`config.mk`:
```
export PLATFORM = sky130hd
export DESIGN_NAME = alu_muldiv_seq
export DESIGN_NICKNAME = d
export VERILOG_FILES = /design/src/rtl/alu_muldiv_seq.sv
export SDC_FILE = /design/constraint.sdc
export NUM_CORES = 1
export LEC_CHECK = 0
export BUFFER_PORTS_ARGS = -buffer_cell sky130_fd_sc_hd__buf_2
export CORE_ASPECT_RATIO = 0.6
export CORE_MARGIN = 1
export CORE_UTILIZATION = 45
export CTS_CLUSTER_DIAMETER = 150
export DETAILED_ROUTE_END_ITERATION = 7
export PLACE_DENSITY = 0.62
export SLEW_MARGIN = 10
export SYNTH_ARGS = -nofsm -noshare
export SYNTH_HDL_FRONTEND = slang
export SYNTH_SLANG_ARGS = --single-unit
```
`constraint.sdc`:
```
create_clock -name clk -period 4.2 [get_ports clk]
set_input_delay 0.21 -clock clk [delete_from_list [all_inputs] [get_ports clk]]
set_output_delay 0.21 -clock clk [all_outputs]
set_load 0.01 [all_outputs]
```
`src/rtl/alu_muldiv_seq.sv`:
```
// Sequential multiply/divide unit: shift-add MULU/MULS and restoring DIVU, one bit per clock.
// A start/busy/done handshake returns a 2*WIDTH result with zero and error flags.
module alu_muldiv_seq #(
    parameter int WIDTH     = 8,
    parameter bit SIGNED_EN = 1'b1
) (
    input  logic             clk,
    input  logic             rst_n,
    input  logic             start,
    input  logic             abort,
    input  logic [1:0]       op,
    input  logic [WIDTH-1:0] op_w,
    input  logic [WIDTH-1:0] op_lf,
    input  logic             status_en,
    output logic             busy,
    output logic             done,
    output logic [WIDTH-1:0] result_hi,
    output logic [WIDTH-1:0] result_lo,
    output logic             flag_z,
    output logic             flag_err,
    output logic             status_wr_en
);
    localparam int CW = $clog2(WIDTH + 1);

    typedef enum logic [1:0] {IDLE, RUN, DONE} state_t;

    state_t             state;
    logic [CW-1:0]      cnt;
    logic [1:0]         op_q;
    logic [WIDTH-1:0]   w_q;
    logic [2*WIDTH-1:0] acc;
    logic               neg_q;
    logic               status_en_q;

    logic [WIDTH:0]     mul_sum;
    logic [2*WIDTH-1:0] mul_next;
    logic [WIDTH:0]     div_shift;
    logic [WIDTH:0]     div_trial;
    logic [2*WIDTH-1:0] div_next;
    logic [2*WIDTH-1:0] step_next;
    logic [2*WIDTH-1:0] final_res;
    logic               is_muls;
    logic               illegal;
    logic [WIDTH-1:0]   w_mag;
    logic [WIDTH-1:0]   lf_mag;

    always_comb begin
        is_muls = (op == 2'b01) && SIGNED_EN;
        illegal = (op == 2'b11) || ((op == 2'b01) && !SIGNED_EN);
        w_mag   = (is_muls && op_w[WIDTH-1])  ? -op_w  : op_w;
        lf_mag  = (is_muls && op_lf[WIDTH-1]) ? -op_lf : op_lf;

        // acc = {high accumulator, multiplier bits still to consume}
        mul_sum  = {1'b0, acc[2*WIDTH-1:WIDTH]} + (acc[0] ? {1'b0, w_q} : '0);
        mul_next = {mul_sum, acc[WIDTH-1:1]};

        // acc = {partial remainder, dividend bits / quotient bits}; bit WIDTH of the trial is the borrow
        div_shift = {acc[2*WIDTH-1:WIDTH], acc[WIDTH-1]};
        div_trial = div_shift - {1'b0, w_q};
        if (div_trial[WIDTH])
            div_next = {div_shift[WIDTH-1:0], acc[WIDTH-2:0], 1'b0};
        else
            div_next = {div_trial[WIDTH-1:0], acc[WIDTH-2:0], 1'b1};

        step_next = (op_q == 2'b10) ? div_next : mul_next;
        final_res = neg_q ? -step_next : step_next;
    end

    always_ff @(posedge clk or negedge rst_n) begin
        if (!rst_n) begin
            state        <= IDLE;
            cnt          <= '0;
            op_q         <= '0;
            w_q          <= '0;
            acc          <= '0;
            neg_q        <= 1'b0;
            status_en_q  <= 1'b0;
            busy         <= 1'b0;
            done         <= 1'b0;
            result_hi    <= '0;
            result_lo    <= '0;
            flag_z       <= 1'b0;
            flag_err     <= 1'b0;
            status_wr_en <= 1'b0;
        end else begin
            case (state)
                IDLE, DONE: begin
                    done         <= 1'b0;
                    status_wr_en <= 1'b0;
                    state        <= IDLE;
                    if (start) begin
                        op_q        <= op;
                        status_en_q <= status_en;
                        w_q         <= w_mag;
                        acc         <= {{WIDTH{1'b0}}, lf_mag};
                        neg_q       <= is_muls && (op_w[WIDTH-1] ^ op_lf[WIDTH-1]);
                        cnt         <= WIDTH[CW-1:0];
                        if (illegal) begin
                            state        <= DONE;
                            done         <= 1'b1;
                            status_wr_en <= status_en;
                            result_hi    <= '0;
                            result_lo    <= '0;
                            flag_z       <= 1'b1;
                            flag_err     <= 1'b1;
                        end else begin
                            state <= RUN;
                            busy  <= 1'b1;
                        end
                    end
                end
                RUN: begin
                    if (abort) begin
                        state <= IDLE;
                        busy  <= 1'b0;
                    end else begin
                        acc <= step_next;
                        cnt <= cnt - 1'b1;
                        if (cnt == CW'(1)) begin
                            state        <= DONE;
                            busy         <= 1'b0;
                            done         <= 1'b1;
                            status_wr_en <= status_en_q;
                            result_hi    <= final_res[2*WIDTH-1:WIDTH];
                            result_lo    <= final_res[WIDTH-1:0];
                            flag_z       <= (op_q == 2'b10) ? (final_res[WIDTH-1:0] == '0)
                                                            : (final_res == '0);
                            flag_err     <= (op_q == 2'b10) && (w_q == '0);
                        end
                    end
                end
                default: begin
                    state <= IDLE;
                    busy  <= 1'b0;
                    done  <= 1'b0;
                end
            endcase
        end
    end
endmodule
```
==> results of run 1 <==
[worst paths after layout]
path                              start      endpoint  slack, ps  depth (start not counted)
min reg2reg                result_hi[1]  result_hi[1]        480                          2
max                              acc[7]        flag_z        290                         17
min                               rst_n       acc[12]         30                          2
min in group clk              status_en   status_en_q        120                          3
max reg2reg                      acc[7]        flag_z        290                         17
max in group asynchronous         rst_n        w_q[1]       3670                          2
[worst max-delay path: cells and delay by family (launching register included)]
kind	cells	cell delay [ps]
buffers and inverters	2	170
AOI/OAI and AO/OA	8	1620
and+or+nand+nor	3	670
xor gates and xnor gates	1	150
adders and majority gates	3	820
DFF	1	390
[cell type report]
type	count	area [um^2]
Clock buffer	6	129
Clock inverter	1	30.0
Fill cell	893	4440
Inverter	21	78.8
Multi-Input combinational cell	403	2690
Sequential cell	55	1380
Tap cell	130	163
Timing Repair Buffer	52	283
[flip-flops by register name, indices dropped and copies added (netlist names)]
register,flops
flag_err,1
busy,1
result_lo,8
result_hi,8
flag_z,1
status_en_q,1
neg_q,1
acc,16
op_q,2
status_wr_en,1
cnt,4
state,2
w_q,8
done,1
[cells in the final DEF, fill, tap and decap left out, types with 7 or more instances in the layout]
| cell | instances |
|---|---|
| sky130_fd_sc_hd__dfrtp_1 | 55 |
| sky130_fd_sc_hd__o21ai_0 | 47 |
| sky130_fd_sc_hd__and2_1 | 9 |
| sky130_fd_sc_hd__a21oi_1 | 29 |
| sky130_fd_sc_hd__buf_2 | 43 |
| sky130_fd_sc_hd__ha_1 | 20 |
| sky130_fd_sc_hd__xor2_1 | 19 |
| sky130_fd_sc_hd__nand2b_1 | 8 |
| sky130_fd_sc_hd__buf_4 | 9 |
| sky130_fd_sc_hd__inv_1 | 20 |
| sky130_fd_sc_hd__nor3_1 | 13 |
| sky130_fd_sc_hd__o21ai_1 | 8 |
| sky130_fd_sc_hd__o21a_1 | 7 |
| sky130_fd_sc_hd__xnor2_1 | 13 |
| sky130_fd_sc_hd__nand2_1 | 60 |
| sky130_fd_sc_hd__nand3_1 | 19 |
| sky130_fd_sc_hd__nor2_1 | 38 |
[metrics by stage]
stage,hold slack (ps),util [%],cells,worst slack (ps)
final,26.3,51.7,668,287
after floorplan,-85.6,-,501,402
after detailed placement,391,49.4,659,66.1
after global placement,389,49.4,659,322
after global routing,101,51.7,668,1.81
after CTS,72.4,51.2,666,27.7
[power by group through the flow]
stage                     clock [mW]  sequential, mW  combinational, mW
final                          0.469           0.840               1.74
after global routing           0.493           0.863               1.92
after CTS                      0.480           0.837               1.67
after detailed placement           0           0.847               1.65
after global placement             0           0.841               1.62
after floorplan                    0           0.799               1.28
[metal layers]
layer | up-vias | global-route usage, %
met2 | 110 | 34.0
li1 | 1879 | -
met1 | 1784 | 36.7
met3 | 6 | 4.83
met4 | 0 | 5.24
met5 | - | 0
[timing repair]
item,4_1_cts,5_1_grt
endpoints found under the setup margin,0,1
resized for setup,0,8
buffers inserted,0,2
[kinds of logic after synthesis]
family / synth area share (%)
adder cells (fa/ha/maj): 7.11
buffers and inverters: 5.23
XOR/XNOR: 6.58
flip-flops: 32.3
AO/OA/AOI/OAI: 24.9
AND/OR/NAND/NOR: 21.9
multiplexers: 1.97
==> results, run 1 <==
- The combinational power share is 57.1%.
- At the end of the flow, the number of nets in the layout was 584.
- The routed wirelength normalized by instance count is 16.8 um.
- The sum of net half-perimeters after detailed placement is 8.67 mm.
- The post-route clock period utilization is 93.2%.
- Global routing used 23.9% of the available tracks across all layers.
- Wires add up to 11.2 mm.
- The highest-delay cell along the critical path is sky130_fd_sc_hd__fa_1.
- In this run, post-CTS hold repair placed 0 buffers.
- Clock skew on the completed layout was measured at 8.82 ps.
- Measured along the x axis, the die boundary spans 128 um.
- The last weighted congestion value of the routability-driven placer is 0.935.
- Counting flops with an async set or reset pin after synthesis yields a share of 100%.
- Entering global routing, the biggest net connects 56 pins.
- The detailed router placed 3,779 vias in this run.
- STA puts the critical path data required time at 4390 ps.
- Counting flops with a built-in enable in the synthesized netlist gives 0.
- In the final layout, the share of cells above drive strength 1 is 18.2%.
- The switching share of power is 46.4%.
- The met1 wire length is 5.97 mm.
- The stage delay of the slowest cell on the critical path is 440 ps.
- The power share of the sequential group is 27.6%.
- The die area is 9860 um^2.
- The area added between synthesis and finish is 11.6%.
- The count of routing violations after the opening detailed-route iteration is 344.
- The worst setup path is launched from a flop.
- Clock tree synthesis found a total of 55 sinks.
- Before antenna repair, the detailed router went through 4 iterations.
- By count the netlist is led by sky130_fd_sc_hd__nand2_1 (60), sky130_fd_sc_hd__dfrtp_1 (55), sky130_fd_sc_hd__o21ai_0 (48).
- TritonCTS built the clock tree.
- The via count of the first global-routing pass is 3,621.
- The largest fanout on the critical path is 7.
- The internal portion of the total power is 1.63 mW.
- The net count after synthesis is 547.
- The number of antenna repair diodes is 0.
- The core footprint is 9190 um^2.
- The total power after layout is 3.05 mW.
- Walking the worst path, the cells encountered are inv_1 -> ha_1 -> inv_1 -> fa_1 -> a211oi_4 -> o2111a_1 -> nor2_2 -> a21oi_1 -> a21oi_2 -> ha_2 -> xor2_1 -> or3_1 -> a211oi_2 -> o2111ai_2 -> nor4b_2 -> o2111ai_1 -> o31ai_1.
- Measured along the y axis, the die boundary spans 77.3 um.
- The flip-flop cell with the highest count after synthesis is sky130_fd_sc_hd__dfrtp_1.
- The mean cell area of the mapped netlist is 8.50 um^2.
- Setup repair after global routing left no endpoint under its margin.
- Clock-pin slew was measured on the worst setup and hold paths at 70 ps.
- The number of failing hold endpoints at the final stage came to 0.
- sky130_fd_sc_hd__dfrtp_1 takes more of the synthesized area than any other cell.
- The post-synthesis cell area is 4260 um^2.
- The starting density of the core is 46.3%.
- The cell with the most instances after synthesis is sky130_fd_sc_hd__nand2_1.
- Dividing total power by cell area gives a power density of 642 nW/um^2.
- The run finished with clean final reports.
- The first global-routing pass estimated 18.4 mm of wire.
- The clock network latency to the later pin of the worst-skew pair is 300 ps.
- The top routing layer in use is met4.
- Pin placement for this block handled 44 I/O pins.
- The total cell area at the placement stage is 4540 um^2.
- After routing the design area is 4750 um^2.
- The number of max-slew violations in the final report is 0.
- In this run the worst hold path is classified as in2async.
- The floorplan has 27 rows.
- After synthesis, the largest area contributor takes up 32.3% of total cell area.
- Summed over all nets, wire length on met2 after detailed routing comes to 4.49 mm.
- Synthesis produced a netlist whose cell count is 501.
- The number of H-tree levels is 2.
- The number of antenna violations at the first check in global routing is 0.
- The critical path arrival is 4100 ps.
- The setup TNS is 0 ps.
- Max-cap violations in this run came to 0.
- The yosys synthesis warning count is 0.
- In the routed layout, each cell is associated on average with a via count of 5.66.
- The number of DRC violations after detailed routing is 0.
- VDD sags by at most 0.000281 V.
- The maximum count of clock buffers along a single path is 2.
- The clock network is responsible for 15.4% of the overall power.
- The number of setup violations in the final report is 0.
- Clock tree synthesis inserted a total of 5 buffers.
- The global-route congestion overflow total is 0.
- The category of the most critical setup path is reg2reg.
- The clock period could shrink to 3910 ps.
- The final antenna-violating net count is 0.
- The met3 wire length is 704 um.
- Counting stages on the worst path, the most repeated cell is sky130_fd_sc_hd__inv_1.
- For this design the static power due to leakage is 2.14 nW.
- The cell chosen for the clock root is sky130_fd_sc_hd__clkbuf_16.
- Static timing analysis puts the maximum clock frequency at 256 MHz.
- The post-synthesis sequential element count is 55.
- The count of input and output buffers is 43.
- For the pin with the worst max-slew slack, the measured transition is 954 ps.
- Sorting the synthesized cells by area gives the leading types as sky130_fd_sc_hd__dfrtp_1 (32%), sky130_fd_sc_hd__ha_1 (6.2%), sky130_fd_sc_hd__o21ai_0 (5.6%), sky130_fd_sc_hd__nand2_1 (5.3%), sky130_fd_sc_hd__xor2_1 (3.9%).
- After synthesis, flip-flops and latches occupy 32.3% of the total area.
- The total net switching power is 1.42 mW.
- The number of library cell types mapped by synthesis is 82.
- Measured against its own limit, the worst slew margin works out to 36.4%.
- The type of element capturing the critical path is a flop.
Note: power is estimated with default switching activity, not from simulation.
==> run 2: changes to the inputs <==
--- a/config.mk
+++ b/config.mk
@@ -9,6 +9,7 @@
 export CORE_ASPECT_RATIO = 0.6
 export CORE_MARGIN = 1
 export CORE_UTILIZATION = 45
+export CTS_BUF_LIST = sky130_fd_sc_hd__clkbuf_4 sky130_fd_sc_hd__clkbuf_8
 export CTS_CLUSTER_DIAMETER = 150
 export DETAILED_ROUTE_END_ITERATION = 7
 export PLACE_DENSITY = 0.62
==> run 2 against run 1 <==
Compared with the run above: the flow now finishes with violations (hold timing); hold slack worse by 30 ps; core utilization is 0.57 points lower; sequential share of layout area is 0.32 points higher; clock-buffer cell count stayed put; critical endpoint unchanged; largest power group unchanged.
==> results, run 2 (same netlist as run 1, synthesis figures left out) <==
- The total net switching power is 1.39 mW.
- The setup path with the least slack is of type reg2reg.
- The smallest clock period supported by the final layout is computed as 3930 ps.
- The number of flip-flops in the largest register is 16.
- The sum of net half-perimeters after detailed placement is 8.67 mm.
- The power share of the sequential group is 28.7%.
- The share of layout cells above drive strength 1 is 18.4%.
- The nature of the critical path startpoint is a flop.
- Leaving out fill and tap cells, the most frequent cells in the layout are sky130_fd_sc_hd__nand2_1 (60), sky130_fd_sc_hd__dfrtp_1 (55), sky130_fd_sc_hd__o21ai_0 (47).
- The clock skew is 14.4 ps.
- The final worst hold slack is -3.70 ps.
- Port buffering added 43 buffers.
- Along the worst path, the maximum fanout reaches 7.
- The last weighted congestion value of the routability-driven placer is 0.935.
- The most flop-heavy register is acc.
- The cell with the most instances on the worst path is sky130_fd_sc_hd__inv_1.
- The post-layout utilization of the core is 51.1%.
- In this run the deepest clock path goes through 2 buffers.
- Leaving out fill and tap cells, the most frequent cell in the layout is sky130_fd_sc_hd__nand2_1.
- After routing, the total negative slack on setup checks comes to 0 ps.
- The number of max-slew violations in the final report is 0.
- Entering global routing, the biggest net connects 56 pins.
- Across the run, the number of max-cap violations was 0.
- Based on the critical path, the design can be clocked at up to 255 MHz.
- The post-route non-filler standard cell count is 668.
- The number of antenna diodes in the final layout is 0.
- The floorplan step defined a die boundary enclosing 9860 um^2.
- The static leakage power is 2.11 nW.
- The total power after layout is 2.93 mW.
- The number of antenna violations at the first check in global routing is 0.
- The cell sitting at the root of the clock tree is a sky130_fd_sc_hd__clkbuf_8.
- The area added between synthesis and finish is 10.4%.
- The via count of the first global-routing pass is 3,580.
- The global-route wire length before repair is 18.2 mm.
- The worst relative slew slack is 37.7%.
- The highest-delay cell along the critical path is sky130_fd_sc_hd__fa_1.
- Once the floorplan was initialized, standard cells occupied 46.3% of the core.
- The first-pass detailed-route iteration total is 4.
- The number of H-tree levels is 2.
- The total global routing track utilization is 23.7%.
- The number of nets in the finished design is 584.
- The cell area after layout is 4700 um^2.
- The number of rows in the core area is 27.
- Measured in cells, the most critical reg-to-reg path has a length of 17.
- In the routed design, unresolved DRC markers number 0.
- The clock network latency to the later pin of the worst-skew pair is 320 ps.
- The final route contains 3,734 vias.
- The clock input transition at the sequential cells of the worst setup and hold paths is 110 ps.
- The flow ran to the end, but the final reports show violations.
- The power density over the cells is 623 nW/um^2.
- Wires add up to 11.1 mm.
- The global-route congestion overflow total is 0.
- Traced cell by cell, the critical path runs through inv_1 -> ha_1 -> inv_1 -> fa_1 -> a211oi_4 -> o2111a_1 -> nor2_2 -> a21oi_1 -> a21oi_2 -> ha_2 -> xor2_1 -> or3_1 -> a211oi_2 -> o2111ai_2 -> nor4b_2 -> o2111ai_1 -> o31ai_1.
- The worst setup path is captured at a flop.
- The largest single stage delay on the critical path is 440 ps.
- The worst IR drop on VDD is 0.000267 V.
- The tightest min-delay check is of the in2async type.
- At the worst endpoint, the arrival time is 4140 ps.
- Grouping stages by cell kind, the critical path spends the most delay in compound AO/OA/AOI/OAI gates.
- The count of buffer and inverter cells on the critical path is 2.
- Cell internal power was estimated by the tool at 1.54 mW.
- The routed wirelength normalized by instance count is 16.6 um.
- The die width is 128 um.
- After detailed placement, the design holds a cell count of 659.
- The core footprint is 9190 um^2.
- The endpoint identified for the worst register-to-register timing path is flag_z.
- The number of failing hold endpoints at the final stage was 3.
- The number of top-level pins is 44.
- After detailed placement, the total cell area comes to 4540 um^2.
- Of the total power, the share spent switching nets is 47.5%.
- The clock net in this run drives a total of 55 sinks.
- In this run the remaining antenna-violating nets after routing total 0.
- The combinational power share is 59.2%.
- The required arrival time at the worst endpoint is 4410 ps.
- The number of buffers created by CTS is 5.
- The number of setup violations in the final report is 0.
- The checks that failed: hold timing.
- The CTS tree is yes.
- The floorplan step set the die height to 77.3 um.
- The launch point of the worst reg-to-reg path is acc[7].
- The register-to-register setup slack is 270 ps.
- The clock network power share is 12.2%.
- The slew of the pin with the lowest slew margin is 934 ps.
- In this run, the number of DRC markers left after iteration 0 of detailed routing was 284.
- Using the TritonRoute via totals, the vias-per-cell ratio works out to 5.59.
- After layout, the worst path uses 93.5% of the clock period.
## run 2: cell types whose count changed in the layout (fill, tap and decap cells not counted)
| cell | delta |
|---|---|
| sky130_fd_sc_hd__clkbuf_1 | -1 |
| sky130_fd_sc_hd__clkbuf_4 | +1 |
| sky130_fd_sc_hd__clkbuf_8 | +5 |
| sky130_fd_sc_hd__clkbuf_16 | -5 |
## run 2: power by group through the flow
| stage | Combinational [mW] | Sequential, mW | Clock [mW] |
|---|---|---|---|
| global placement | 1.62 | 0.841 | 0 |
| finish | 1.73 | 0.839 | 0.357 |
| global route | 1.91 | 0.862 | 0.385 |
| detailed placement | 1.65 | 0.847 | 0 |
| CTS | 1.66 | 0.836 | 0.368 |
| floorplan | 1.28 | 0.799 | 0 |
## run 2: final cells by class
cell class | count | area, um^2
Clock buffer | 6 | 76.3
Timing Repair Buffer | 52 | 283
Inverter | 21 | 78.8
Clock inverter | 1 | 30.0
Sequential cell | 55 | 1380
Fill cell | 901 | 4490
Multi-Input combinational cell | 403 | 2690
Tap cell | 130 | 163
## run 2: worst max-delay path by stage
stage,slack (ps),end,depth (start not counted),from
finish,270,flag_z,17,acc[7]
detailed placement,70,flag_z,18,acc[7]
global placement,320,flag_z,18,acc[7]
floorplan,400,flag_z,18,acc[7]
global route,-2,flag_z,17,acc[7]
CTS,30,flag_z,18,acc[7]
## run 2: per-stage QoR
stage                     setup WS, ps  hold slack [ps]
after CTS                         25.1             40.1
after floorplan                    402            -85.6
after detailed placement          66.1              391
after global placement             322              389
final                              271            -3.70
after global routing             -2.17             67.6
## run 2: metal layers
layer | track usage [%] | share of wire [%] | vias up | routed length [um]
met5 | 0 | 0 | - | 0
met4 | 4.64 | 0.49 | 0 | 54
met3 | 3.86 | 8.2 | 4 | 914
met2 | 33.3 | 40 | 111 | 4400
met1 | 37.3 | 52 | 1745 | 5740
li1 | - | - | 1874 | -
## run 2: repair_timing
action,4_1_cts,5_1_grt
hold buffers,0,0
setup endpoints to repair,0,1
setup buffers,0,2
gates resized for setup,0,8
